**src/rtl/regfile_scoreboard.sv**
```systemverilog
// Pending-write scoreboard for the 32x32 MIPS register file: tracks in-flight
// destinations, generates the issue stall and caps outstanding writes.
module regfile_scoreboard #(
   parameter int MAX_INFLIGHT = 4,
   parameter int CNT_W        = 6
) (
   input  logic             Clk,
   input  logic             Reset,
   input  logic             IssueValid,
   input  logic [4:0]       IssueRs,
   input  logic [4:0]       IssueRt,
   input  logic             IssueUseRs,
   input  logic             IssueUseRt,
   input  logic             IssueWrites,
   input  logic [4:0]       IssueRd,
   input  logic             WbValid,
   input  logic [4:0]       WbRd,
   input  logic             Flush,
   output logic             Stall,
   output logic             IssueAccept,
   output logic [31:0]      PendingMask,
   output logic [CNT_W-1:0] PendingCount,
   output logic             Error
);

   localparam logic [CNT_W-1:0] MAX_CNT = CNT_W'(MAX_INFLIGHT);

   logic [31:0]      r_mask;
   logic [CNT_W-1:0] r_count;
   logic             r_error;

   logic             w_wb_hit;
   logic             w_wb_clr;
   logic             w_wb_err;
   logic [31:0]      w_clr_vec;
   logic [31:0]      w_set_vec;
   logic [31:0]      w_eff;
   logic             w_rd_real;
   logic             w_raw;
   logic             w_waw;
   logic             w_full;
   logic             w_stall;
   logic             w_accept;
   logic             w_set;
   logic [CNT_W-1:0] w_count_wb;
   logic [31:0]      w_mask_next;
   logic [CNT_W-1:0] w_count_next;

   // Register 0 is never tracked, so both indices are qualified against zero.
   assign w_wb_hit  = WbValid & (WbRd != 5'd0);
   assign w_wb_clr  = w_wb_hit & r_mask[WbRd];
   assign w_wb_err  = w_wb_hit & ~r_mask[WbRd];
   assign w_rd_real = IssueWrites & (IssueRd != 5'd0);

   always_comb begin
      // NOTE: every always_comb output gets a default first so no path leaves it unassigned (no latch).
      w_clr_vec = '0;
      w_set_vec = '0;
      if (w_wb_clr) w_clr_vec[WbRd] = 1'b1;
      if (w_set)    w_set_vec[IssueRd] = 1'b1;
   end

   // The writeback releases its register in the same cycle: the register file
   // writes on posedge and reads on negedge, so the consumer sees fresh data.
   assign w_eff = r_mask & ~w_clr_vec;

   assign w_raw = (IssueUseRs & w_eff[IssueRs]) | (IssueUseRt & w_eff[IssueRt]);
   assign w_waw = w_rd_real & w_eff[IssueRd];

   // w_wb_clr implies r_count >= 1, so the subtraction never underflows.
   assign w_count_wb = r_count - CNT_W'(w_wb_clr);
   assign w_full     = w_rd_real & (w_count_wb >= MAX_CNT);

   assign w_stall  = IssueValid & (w_raw | w_waw | w_full);
   assign w_accept = IssueValid & ~w_stall & ~Flush;
   assign w_set    = w_accept & w_rd_real;

   // Set wins over a same-cycle clear of the same register; the count nets to zero.
   assign w_mask_next  = (r_mask & ~w_clr_vec) | w_set_vec;
   assign w_count_next = w_count_wb + CNT_W'(w_set);

   always_ff @(posedge Clk) begin
      // NOTE: sequential state uses non-blocking assignments so all registers update from pre-edge values.
      if (Reset) begin
         r_mask  <= '0;
         r_count <= '0;
         r_error <= 1'b0;
      end else if (Flush) begin
         r_mask  <= '0;
         r_count <= '0;
      end else begin
         r_mask  <= w_mask_next;
         r_count <= w_count_next;
         if (w_wb_err) r_error <= 1'b1;
      end
   end

   assign Stall        = w_stall;
   assign IssueAccept  = w_accept;
   assign PendingMask  = r_mask;
   assign PendingCount = r_count;
   assign Error        = r_error;

endmodule

```
**config.mk**
```make
export PLATFORM = sky130hd
export DESIGN_NAME = regfile_scoreboard
export DESIGN_NICKNAME = d
export VERILOG_FILES = /design/src/rtl/regfile_scoreboard.sv
export SDC_FILE = /design/constraint.sdc
export NUM_CORES = 1
export LEC_CHECK = 0
export CORE_AREA = 5 5 109 111
export DETAILED_ROUTE_END_ITERATION = 6
export DIE_AREA = 0 0 114 116
export SYNTH_ARGS = -nofsm -noshare
export SYNTH_HDL_FRONTEND = slang
export SYNTH_SLANG_ARGS = --single-unit
export TNS_END_PERCENT = 100
```
**constraint.sdc**
```tcl
create_clock -name Clk -period 6.6 [get_ports Clk]
set_clock_uncertainty 0.1 [all_clocks]
set_input_delay 0.99 -clock Clk [delete_from_list [all_inputs] [get_ports Clk]]
set_output_delay 0.99 -clock Clk [all_outputs]
set_load 0.1 [all_outputs]
```
## After elaboration in Yosys (flattened, before gate mapping)

Cells that the tools add are included.

- Reductions and logical operators: 6
- Bitwise operators: 21
- Multiplexer cells: 14
- $add $sub $neg: 2
- Order comparisons: 7

Operators by type and width:

| operator | count |
|---|---|
| $mux W32 | 2 |
| $and A32 B32 Y32 | 1 |
| $not A32 Y32 | 1 |
| $or A32 B32 Y32 | 1 |
| $lt A5 B6 Y1 const B | 4 |
| $bmux W1 S5 | 4 |
| $and A1 B1 Y1 | 12 |
| $demux W1 S5 | 2 |
| $ge A5 B1 Y1 const B | 2 |
| $reduce_bool A5 Y1 | 2 |
| $add A6 B1 Y6 | 1 |
| $ge A6 B3 Y1 const B | 1 |
| $mux W1 | 6 |
| $sub A6 B1 Y6 | 1 |
| $not A1 Y1 | 3 |
| $or A1 B1 Y1 | 3 |
| $logic_and A1 B1 Y1 | 2 |
| $reduce_and A2 Y1 | 1 |
| $reduce_or A2 Y1 | 1 |

- Flip-flop bits (word level): 39
- Bits of input ports: 28
- Word-level logic and storage cells: 53
- Output and inout port bits: 41

## Logic depth before layout (Yosys ltp)

Gate-level depths: netlist (run 1).

- Depth in word-level cells: 20
- Depth in mapped cells: 26
- Gate-level depth less buffers: 23

## Least setup slack after synthesis (run 1)

No wires, ideal clock.

- Path kind: input-to-output
- Start point: input port WbRd[0]
- End point: output port IssueAccept
- Data required time: 5.510 ns
- Arrival time: 5.412 ns
- Path buffers: 2
- Setup slack: 0.098 ns
- Cell stages on the path: 17
- Path through: buf_2 -> mux2_2 -> a311oi_2 -> o211ai_4 -> o21bai_4 -> buf_2 -> inv_1 -> ha_1 -> ha_1 -> nor2b_1 -> or2_2 -> nor2_1 -> nand3_1 -> a41o_1 -> o31ai_4 -> nor2_1 -> nor3_2

- Word-level cells in the longest chain between the ends: 17
- Elaborated cells on any way between the ends: 32
- Classes of those cells: add/sub: 1; order compare: 3; mux: 11; bitwise: 15; reduce/logical: 2

Ends and longest elaborated chain:

| item | RTL line | source |
|---|---|---|
| start, declared | 17 | `input logic [4:0] WbRd,` |
| $lt A5 B6 Y1 (implied by the code) / $ge A5 B1 Y1 (equally long branches) | 59 | `if (w_wb_clr) w_clr_vec[WbRd] = 1'b1;` |
| $logic_and A1 B1 Y1 (implied by the code) | 59 |  |
| $mux W1 (implied by the code) | 59 |  |
| $demux W1 S5 | 59 |  |
| $mux W32 | 59 |  |
| $not A32 Y32 | 65 | `assign w_eff = r_mask & ~w_clr_vec;` |
| $and A32 B32 Y32 | 65 |  |
| $bmux W1 S5 | 67 | `assign w_raw = (IssueUseRs & w_eff[IssueRs]) \| (IssueUseRt & w_eff[IssueRt]);` |
| $mux W1 (implied by the code) | 67 |  |
| $and A1 B1 Y1 | 67 |  |
| $or A1 B1 Y1 | 67 |  |
| $or A1 B1 Y1 | 74 | `assign w_stall = IssueValid & (w_raw \| w_waw \| w_full);` |
| $or A1 B1 Y1 * | 74 |  |
| $and A1 B1 Y1 * | 74 |  |
| $not A1 Y1 * | 75 | `assign w_accept = IssueValid & ~w_stall & ~Flush;` |
| $and A1 B1 Y1 * (2 in a row) | 75 |  |
| end, declared | 20 | `output logic IssueAccept,` |

Every way passes the cells marked *; elsewhere a longest branch is shown, timed or not. The select of a mux whose other input is x is not followed.

## Worst setup path in the final report (run 1)

Ends and elaborated chain as after synthesis.

==> reports/results.txt, run 1 <==
final worst path period share: 0.943
first-pass GRT wire length: 24.7 mm
R2R Path Start: PendingMask[27]
final setup violation count: 0
flop2flop setup slack: 1.65 ns
core area: 10700 sq um
WL final: 15.8 mm
CTS tree: yes
Post CTS Setup Buffer Count: 0
CP endpoint kind: primary output
largest net degree at the start of global routing: 32
Slew Limit Fails: 0
Total Power: 0.000556 W
Tightest Hold Check Type: register to register
num rows: 38
syn avg cell area: 7.57 sq um
CTS Sinks: 39
GRT overflow: 0
Layout area overhead: 26.0%
Final TNS setup: 0 ns
Inserted Diodes: 0
post-CTS resize count: 0
Placer Congestion: 1.01
CTS Buf Count: 5
CP Max Fanout: 8
total of max-cap violations: 0
Mapped Area: 3660 sq um
Die ar.: 13200 sq um
FF+latch count, synth: 39
RSZ-0062 raised after global routing: false
worst-case hold path end point: Error
Main synth FF type: dfxtp_1
DR pass1 iterations: 7
Synth Warn #: 0
Final ANT Viol Nets: 0
Period minus WS final: 6.22 ns
hold path cells: 2
worst-skew pair later-pin latency: 0.29 ns
Initial Utilization: 0.343
Setup Crit Path Kind: primary input to primary output
worst hold start: Error
Top Ports: 69
DR DRC count: 0
initial antenna violation count: 0
f_max: 161 MHz
slew margin rel.: 0.341
Power Density: 120 nW/um^2
Via Count: 4312
DP Cell Count: 678
synthesized instance count: 484
Pleak: 1.51 nW
Vias/cell: 6.29
Clock Path Buffers: 2
Worst EP required: 5.51 ns
dpl ws: 0.441 ns
Final #Nets: 577
reg-to-reg critical path endpoint: PendingCount[4]
Clk pin slew, worst setup/hold paths: 0.07 ns
root buffer cell: clkbuf_8
arrival time at the worst endpoint: 5.13 ns
worst setup margin: 0.378 ns
Post-CTS Hold Fix Bufs: 0
Netlist cell types: 70
H-tree Lvls: 2
Worst-Margin Slew: 0.985 ns
Port Buffer Count: 68
Synth async-reset ratio: 0
dpl hpwl: 12.1 mm
sequential share of the synthesized area: 0.213
Starting DRT DRC Count: 502
Global Route Usage Sum: 0.237
Post-Layout Cell Count: 685
final hold viol count: 0
vias in the first global route: 4234
layout cells sized above 1: 0.108
status: complete, no violations
r2r worst-path depth: 23
die width: 114 microns
DR WL/cell: 23.1 microns
Net Count, Synth: 516
IR drop worst, VDD: 0.0000891 V
Critical Path Start Type: primary input
die height: 116 microns
number of enable flip-flop cells after synthesis: 0
-- kinds of logic (layout without fill, tap and decap cells) --
kind of cell / count (synthesis) / in the layout / share of synthesized area
buffers and inverters: 54 / 115 / 0.0676
AO/OA/AOI/OAI: 160 / 160 / 0.305
adder cells (fa/ha/maj): 4 / 4 / 0.0137
flip-flops: 39 / 39 / 0.213
multiplexers: 26 / 26 / 0.0925
AND/OR/NAND/NOR: 191 / 191 / 0.284
XOR/XNOR: 10 / 10 / 0.0239
-- cell type report --
cell class | count | area (sq um)
inverter | 17 | 63.8
sequential | 39 | 781
timing repair buffer | 91 | 873
clock buffer | 6 | 82.6
clock inverter | 1 | 5.00
tap | 140 | 175
fill | 1079 | 6080
multi-input combinational | 391 | 2640
-- cell usage after synthesis (7+ instances only) --
| cell | n | area (sq um) |
|---|---|---|
| o311ai_0 | 9 | 78.8 |
| mux2i_1 | 17 | 170 |
| o22ai_1 | 10 | 62.6 |
| a21oi_1 | 18 | 90.1 |
| nand2b_1 | 20 | 125 |
| nand3_1 | 13 | 65.1 |
| nand2_1 | 35 | 131 |
| o21ai_0 | 15 | 75.1 |
| o21ai_1 | 35 | 175 |
| nor2b_1 | 8 | 50.1 |
| o31ai_1 | 14 | 105 |
| dfxtp_1 | 39 | 781 |
| inv_1 | 17 | 63.8 |
| nor3_1 | 7 | 35.0 |
| nor3b_1 | 7 | 52.6 |
| o211ai_1 | 7 | 52.6 |
| and2_1 | 7 | 43.8 |
| nand4_1 | 31 | 194 |
| nor2_1 | 37 | 139 |
| clkbuf_1 | 20 | 75.1 |
-- per-layer routing --
layer | GRT usage | vias to the layer above | part of all wire
li1 | - | 1962 | -
met5 | 0 | - | 0
met4 | 0.0982 | 0 | 0.040
met3 | 0.0329 | 47 | 0.093
met1 | 0.324 | 2028 | 0.42
met2 | 0.377 | 275 | 0.45
-- worst max-delay path, cell delays in order --
cell and delay (ns):
clkdlybuf4s50_1 0.58, mux4_2 0.54, nor2b_1 0.15, a311oi_2 0.34
o211ai_4 0.20, o21bai_4 0.15, inv_1 0.08, ha_1 0.21
ha_1 0.20, nor2b_1 0.17, or2_2 0.34, nor2_1 0.10
nand3_1 0.15, a41o_1 0.28, o31ai_4 0.06, nor2_1 0.10
nor3_2 0.27, buf_12 0.21
-- sequential cells by signal, summed over array words and instances, names as in the netlist --
signal and count:
PendingMask 32, Error 1, PendingCount 6
-- power by group --
group,switching [W],total [W],internal [W]
combinational,0.000103,0.000157,0.0000536
sequential,0.000000664,0.000236,0.000236
clock,0.0000812,0.000163,0.0000820
total,0.000185,0.000556,0.000371
-- worst max path at each step --
stage	start	end	slack, ns	cells past startpoint
after floorplan	WbRd[0]	IssueAccept	0.1	17
after global placement	WbRd[0]	IssueAccept	0.50	18
after detailed placement	WbRd[0]	IssueAccept	0.44	18
after CTS	WbRd[0]	IssueAccept	0.40	18
after global routing	WbRd[0]	IssueAccept	0.08	18
final	WbRd[0]	IssueAccept	0.38	18
-- stage by stage --
step	hold WS (ns)	instance area [sq um]	util
CTS	0.407	4620	0.432
detailed placement	0.384	4530	0.424
floorplan	0.823	3660	-
finish	0.400	4620	0.432
global placement	0.391	4530	0.424
global route	0.455	4620	0.432
-- cells in the final DEF (no fill, tap or decap), drive strengths merged, types with 4 or more instances in the layout --
cell	count
nand2b	20
ha	4
a21oi	18
or3	4
a22oi	4
clkdlybuf4s50	66
nor4	4
dfxtp	39
mux2i	17
inv	17
o311ai	11
o211ai	8
xnor2	4
mux4	6
or2	6
a31oi	6
and2	7
o21ai	51
clkbuf	6
o22ai	10
nor2	37
nor2b	8
nand2	35
xor2	6
o21a	4
nand3	13
buf	25
nor3b	7
nand4	32
nor3	8
o31ai	15
No activity file was read; power rests on OpenSTA's default activity.
==> run 2: changes to the inputs <==
--- a/config.mk
+++ b/config.mk
@@ -8,6 +8,7 @@
 export CORE_AREA = 5 5 109 111
 export DETAILED_ROUTE_END_ITERATION = 6
 export DIE_AREA = 0 0 114 116
+export HOLD_SLACK_MARGIN = 0.15
 export SYNTH_ARGS = -nofsm -noshare
 export SYNTH_HDL_FRONTEND = slang
 export SYNTH_SLANG_ARGS = --single-unit
==> results of run 2 <==
Final layout, timing and power as in run 1 (identical DEF).
